**src/rtl/keypad_entry.sv**
```systemverilog
// keypad_entry: debounces a one-hot decimal keypad and shifts accepted digits
// into an M:SS BCD entry (mins, sec_tens, sec_ones).
module keypad_entry #(
    parameter int unsigned DEBOUNCE_CYCLES = 3
) (
    input  logic       clock,
    input  logic       resetn,
    input  logic [9:0] keypad,
    input  logic       clearn,
    input  logic       load_en,
    output logic       digit_valid,
    output logic       key_reject,
    output logic [3:0] digit,
    output logic [3:0] mins,
    output logic [3:0] sec_tens,
    output logic [3:0] sec_ones,
    output logic [1:0] digit_count,
    output logic       nonzero
);
    localparam logic [3:0] DEB = 4'(DEBOUNCE_CYCLES);

    typedef enum logic [1:0] {
        S_IDLE    = 2'd0,
        S_PRESS   = 2'd1,
        S_HELD    = 2'd2,
        S_RELEASE = 2'd3
    } state_t;

    state_t     state_reg, state_next;
    logic [3:0] cnt_reg, cnt_next, cnt_inc;
    logic [9:0] code_reg, code_next;

    logic       key_seen, key_multi, key_valid, key_zero, same_key;
    logic [3:0] key_bin;
    logic       press_done, room, accept, reject;

    // Single pass over the keypad: detects one-hot and encodes the digit.
    always_comb begin
        key_seen  = 1'b0;
        key_multi = 1'b0;
        key_bin   = 4'd0;
        for (int i = 0; i < 10; i++) begin
            if (keypad[i]) begin
                key_multi = key_multi | key_seen;
                key_seen  = 1'b1;
                key_bin   = 4'(i);
            end
        end
    end

    assign key_valid = key_seen && !key_multi;
    assign key_zero  = (keypad == 10'd0);
    assign same_key  = (keypad == code_reg);
    assign cnt_inc   = cnt_reg + 4'd1;

    always_ff @(posedge clock or negedge resetn) begin
        if (!resetn) begin
            state_reg <= S_IDLE;
            cnt_reg   <= 4'd0;
            code_reg  <= 10'd0;
        end else begin
            state_reg <= state_next;
            cnt_reg   <= cnt_next;
            code_reg  <= code_next;
        end
    end

    always_comb begin
        state_next = state_reg;
        cnt_next   = cnt_reg;
        code_next  = code_reg;
        case (state_reg)
            S_IDLE: begin
                if (key_valid) begin
                    code_next = keypad;
                    if (press_done) begin
                        state_next = S_HELD;
                        cnt_next   = 4'd0;
                    end else begin
                        state_next = S_PRESS;
                        cnt_next   = 4'd1;
                    end
                end
            end
            S_PRESS: begin
                if (!same_key) begin
                    state_next = S_IDLE;
                    cnt_next   = 4'd0;
                end else if (press_done) begin
                    state_next = S_HELD;
                    cnt_next   = 4'd0;
                end else begin
                    cnt_next = cnt_inc;
                end
            end
            S_HELD: begin
                if (key_zero) begin
                    if (DEB == 4'd1) begin
                        state_next = S_IDLE;
                        cnt_next   = 4'd0;
                    end else begin
                        state_next = S_RELEASE;
                        cnt_next   = 4'd1;
                    end
                end
            end
            S_RELEASE: begin
                if (!key_zero) begin
                    state_next = S_HELD;
                    cnt_next   = 4'd0;
                end else if (cnt_inc == DEB) begin
                    state_next = S_IDLE;
                    cnt_next   = 4'd0;
                end else begin
                    cnt_next = cnt_inc;
                end
            end
            default: begin
                state_next = S_IDLE;
                cnt_next   = 4'd0;
            end
        endcase
        // Clear parks the FSM in HELD so a key still down must be released first.
        if (!clearn) begin
            state_next = S_HELD;
            cnt_next   = 4'd0;
        end
    end

    always_comb begin
        press_done = 1'b0;
        if (state_reg == S_IDLE) begin
            press_done = key_valid && (DEB == 4'd1);
        end else if (state_reg == S_PRESS) begin
            press_done = same_key && (cnt_inc == DEB);
        end
        // A third digit is only legal when the current units digit can become tens.
        room   = load_en && (digit_count != 2'd3) && (sec_ones <= 4'd5);
        accept = clearn && press_done && room;
        reject = clearn && press_done && !room;
    end

    always_ff @(posedge clock or negedge resetn) begin
        if (!resetn) begin
            digit_valid <= 1'b0;
            key_reject  <= 1'b0;
            digit       <= 4'd0;
            mins        <= 4'd0;
            sec_tens    <= 4'd0;
            sec_ones    <= 4'd0;
            digit_count <= 2'd0;
        end else begin
            digit_valid <= accept;
            key_reject  <= reject;
            if (!clearn) begin
                digit       <= 4'd0;
                mins        <= 4'd0;
                sec_tens    <= 4'd0;
                sec_ones    <= 4'd0;
                digit_count <= 2'd0;
            end else if (accept) begin
                mins        <= sec_tens;
                sec_tens    <= sec_ones;
                sec_ones    <= key_bin;
                digit       <= key_bin;
                digit_count <= digit_count + 2'd1;
            end
        end
    end

    assign nonzero = (mins != 4'd0) || (sec_tens != 4'd0) || (sec_ones != 4'd0);

endmodule

```
**config.mk**
```make
export PLATFORM = sky130hd
export DESIGN_NAME = keypad_entry
export DESIGN_NICKNAME = d
export VERILOG_FILES = /design/src/rtl/keypad_entry.sv
export SDC_FILE = /design/constraint.sdc
export NUM_CORES = 1
export LEC_CHECK = 0
export BUFFER_PORTS_ARGS = -buffer_cell sky130_fd_sc_hd__buf_2
export CAP_MARGIN = 20
export CELL_PAD_IN_SITES_DETAIL_PLACEMENT = 0
export CELL_PAD_IN_SITES_GLOBAL_PLACEMENT = 1
export CORE_ASPECT_RATIO = 0.8
export CORE_MARGIN = 5
export CORE_UTILIZATION = 35
export CTS_CLUSTER_SIZE = 30
export DETAILED_ROUTE_END_ITERATION = 8
export GPL_TIMING_DRIVEN = 0
export PLACE_DENSITY_LB_ADDON = 0.15
export SYNTH_ARGS = -nofsm -noshare
export SYNTH_HDL_FRONTEND = slang
export SYNTH_SLANG_ARGS = --single-unit
export TNS_END_PERCENT = 10
```
**constraint.sdc**
```tcl
create_clock -name clock -period 2.6 [get_ports clock]
set_input_delay 0.39 -clock clock [delete_from_list [all_inputs] [get_ports clock]]
set_output_delay 0.39 -clock clock [all_outputs]
set_load 0.05 [all_outputs]
```
==> impl_metrics.tcl <==
set metrics [dict create \
    run_status "finished clean" \
    core_sq_um 4950 \
    r2r_setup_slack_ns 0.39 \
    area_growth_pct 18.5 \
    synth_cell_type_count 37 \
    combPwrFrac 0.073 \
    ys_seq_area_frac 0.455 \
    syn_inst 180 \
    syn_nets 197 \
    largest_register_ff_count 10 \
    cts.sinks 32 \
    via_count 1382 \
    numCtsBuffers 5 \
    p_sw_w 0.000232 \
    clock-root-buffer "clkbuf_8" \
    power_density_nw_per_um2 467 \
    insertion_delay_ns 0.28 \
    p_int_w 0.000742 \
    place_area_sq_um 1990 \
    hold_class "in -> async" \
    cap_viol_max_count 0 \
    wl_met2_microns 1700 \
    fmax_mhz 453 \
    leakagePower_nw 1.07 \
    grt_usage 0.139 \
    setup_ws_ns 0.393 \
    drt_iter0_markers 108 \
    power_frac_seq 0.519 \
    rsz0062_at_grt "false" \
    ys_warn_count 0 \
    fin_skew_ns 0.00448 \
    grt_overflow 0 \
    dp_hpwl_microns 2990 \
    placed_cells 272 \
    power.share.clock 0.407 \
    finalSetupViolCount 0 \
    rr_worst_depth 7 \
    fin_crit_sh 0.849 \
    grt_pass1_wl_microns 6900 \
    hold_viol_final 0 \
    gp_congestion 0.756 \
    synth_flop_cell "dfrtp_1" \
    cts_tree "done" \
    maxSlewViolCount 0 \
    firstDrtPassIters 4 \
    routed_wl_microns 4040 \
    dieHeight_microns 73.5 \
    drc 0 \
    fin_nets 234 \
    routed.top_layer "met4" \
    async_reset_ff_frac 1.00 \
    min_period_ns 2.21 \
    cp_max_fo 10 \
    synth.ff_latch_count 32 \
    row_count 23 \
    cp.arrival_ns 2.41 \
    cp-end-kind "flip-flop" \
    setup_tns_ns 0 \
    power_w 0.000974 \
    synth_edf_count 0 \
    port_buffers 30 \
    clockBufferDepth 2 \
    regToRegStartpoint "code_reg[7]" \
    r2r-end "sec_tens[0]" \
    crit_required_ns 2.80 \
    met3WireLength_microns 238 \
    cts_setup_buffers 0 \
    worst_slew_pin_slew_ns 0.743 \
    diodes 0 \
    pin_count 35 \
    start_kind "flip-flop" \
    synth.avg_cell_area_sq_um 9.79 \
    antenna_found_initial 0 \
    netSwitchingFraction 0.238 \
    vdd_drop_max_mv 0.195 \
    drtAntennaViolNets 0 \
    cts-resized-gates 0 \
    htreeDepth 2 \
    syn-cell-area_sq_um 1760 \
    cts_hold_buffers 0 \
    dieArea_sq_um 6560 \
    clk_pin_slew_ns 0.07 \
    layoutNonFillerInstCount 280 \
    post-place-ws_ns 0.0966 \
    slew_headroom 0.504 \
    stdcell_area_sq_um 2090 \
    drive_above_1_share 0.266 \
    start_util 0.356 \
    grt_pass1_vias 1366 \
    fp.dieW_microns 89.3 \
    wl_met1_microns 2050 \
    critPathKind "reg -> reg" \
    viasPerCell 4.94 \
    grt_max_degree 33 \
    wl_per_cell_microns 14.4 \
]
-- kinds of logic (layout without fill, tap and decap cells) --
| group | after synthesis | count (layout) | synth area share |
|---|---|---|---|
| simple gates | 69 | 69 | 0.197 |
| compound gates | 33 | 33 | 0.112 |
| xor+xnor | 13 | 13 | 0.0646 |
| fa+ha+maj | 4 | 4 | 0.0270 |
| buf+inv | 19 | 57 | 0.0597 |
| mux | 10 | 10 | 0.0852 |
| flops | 32 | 32 | 0.455 |
-- worst max-delay path, cell delays in order, from the launching register on --
cell	delay, ns
dfrtp_1	0.38
xor2_1	0.16
nor4_1	0.37
nand3_1	0.28
nor4_4	0.33
clkbuf_1	0.41
nand2_1	0.11
o21ai_1	0.09
-- Yosys cell counts, drive strengths merged (2+ instances only) --
master,n,area share
xnor2,2,0.0099
nor4,8,0.039
mux2,10,0.085
nor2,9,0.019
a21oi,3,0.0085
and3,2,0.0071
xor2,11,0.055
o21ai,19,0.054
clkbuf,3,0.0064
nand2,28,0.060
buf,9,0.038
nand3,6,0.017
nor2b,3,0.011
inv,7,0.015
nor3,6,0.017
nand2b,2,0.0071
ha,3,0.021
a211oi,3,0.013
dfrtp,32,0.45
-- layer usage --
layer  vias to the layer above  global-route usage
li1                        692                   -
met1                       658               0.197
met2                        27               0.198
met3                         5              0.0415
met4                         0              0.0496
met5                         -                   0
-- stage by stage --
step | hold WS (ns) | util
floorplan | 0.0944 | -
CTS | 0.196 | 0.420
finish | 0.172 | 0.422
global placement | 0.482 | 0.402
global route | 0.243 | 0.422
detailed placement | 0.513 | 0.402
-- placed cells by master, fill, tap and decap left out, types with 2 or more instances in the layout --
cell,Yosys,layout
nor4_2,3,2
o21ai_1,12,12
buf_6,2,2
buf_4,4,4
clkbuf_8,0,6
nor4_1,5,5
ha_1,3,3
nand2b_1,2,2
dfrtp_1,32,32
nor2b_1,3,3
buf_2,3,33
nand2_1,28,28
xnor2_1,2,2
o21ai_0,7,7
nand3_1,6,6
clkbuf_1,3,5
nor2_1,9,9
a21oi_1,3,3
nor3_1,6,6
a211oi_1,3,3
mux2_4,10,10
xor2_1,11,11
inv_1,7,7
and3_1,2,2
-- worst max path at each step --
stage | from | to | slack (ns) | depth (start not counted)
after floorplan | keypad[3] | code_reg[0] | 0.43 | 8
after global placement | keypad[7] | digit_count[1] | 0.08 | 7
after detailed placement | keypad[7] | digit_count[1] | 0.1 | 7
after CTS | code_reg[7] | digit_count[1] | 0.24 | 6
after global routing | state_reg[1] | sec_tens[0] | 0.05 | 7
final | code_reg[7] | sec_tens[0] | 0.39 | 7
-- power by group through the flow --
stage | logic [W] | clock network, W | registers [W]
floorplan | 0.0000381 | 0 | 0.000514
global placement | 0.0000702 | 0 | 0.000515
finish | 0.0000716 | 0.000397 | 0.000506
CTS | 0.0000723 | 0.000411 | 0.000506
global route | 0.0000829 | 0.000433 | 0.000506
detailed placement | 0.0000721 | 0 | 0.000515
-- final cells by class --
type	instances	area (sq um)
Buffer	12	78.8
Multi-Input combinational cell	129	865
Clock buffer	8	90.1
Inverter	7	26.3
Timing Repair Buffer	30	150
Tap cell	62	77.6
Sequential cell	32	801
Fill cell	525	2860
Note: power is estimated with default switching activity, not from simulation.
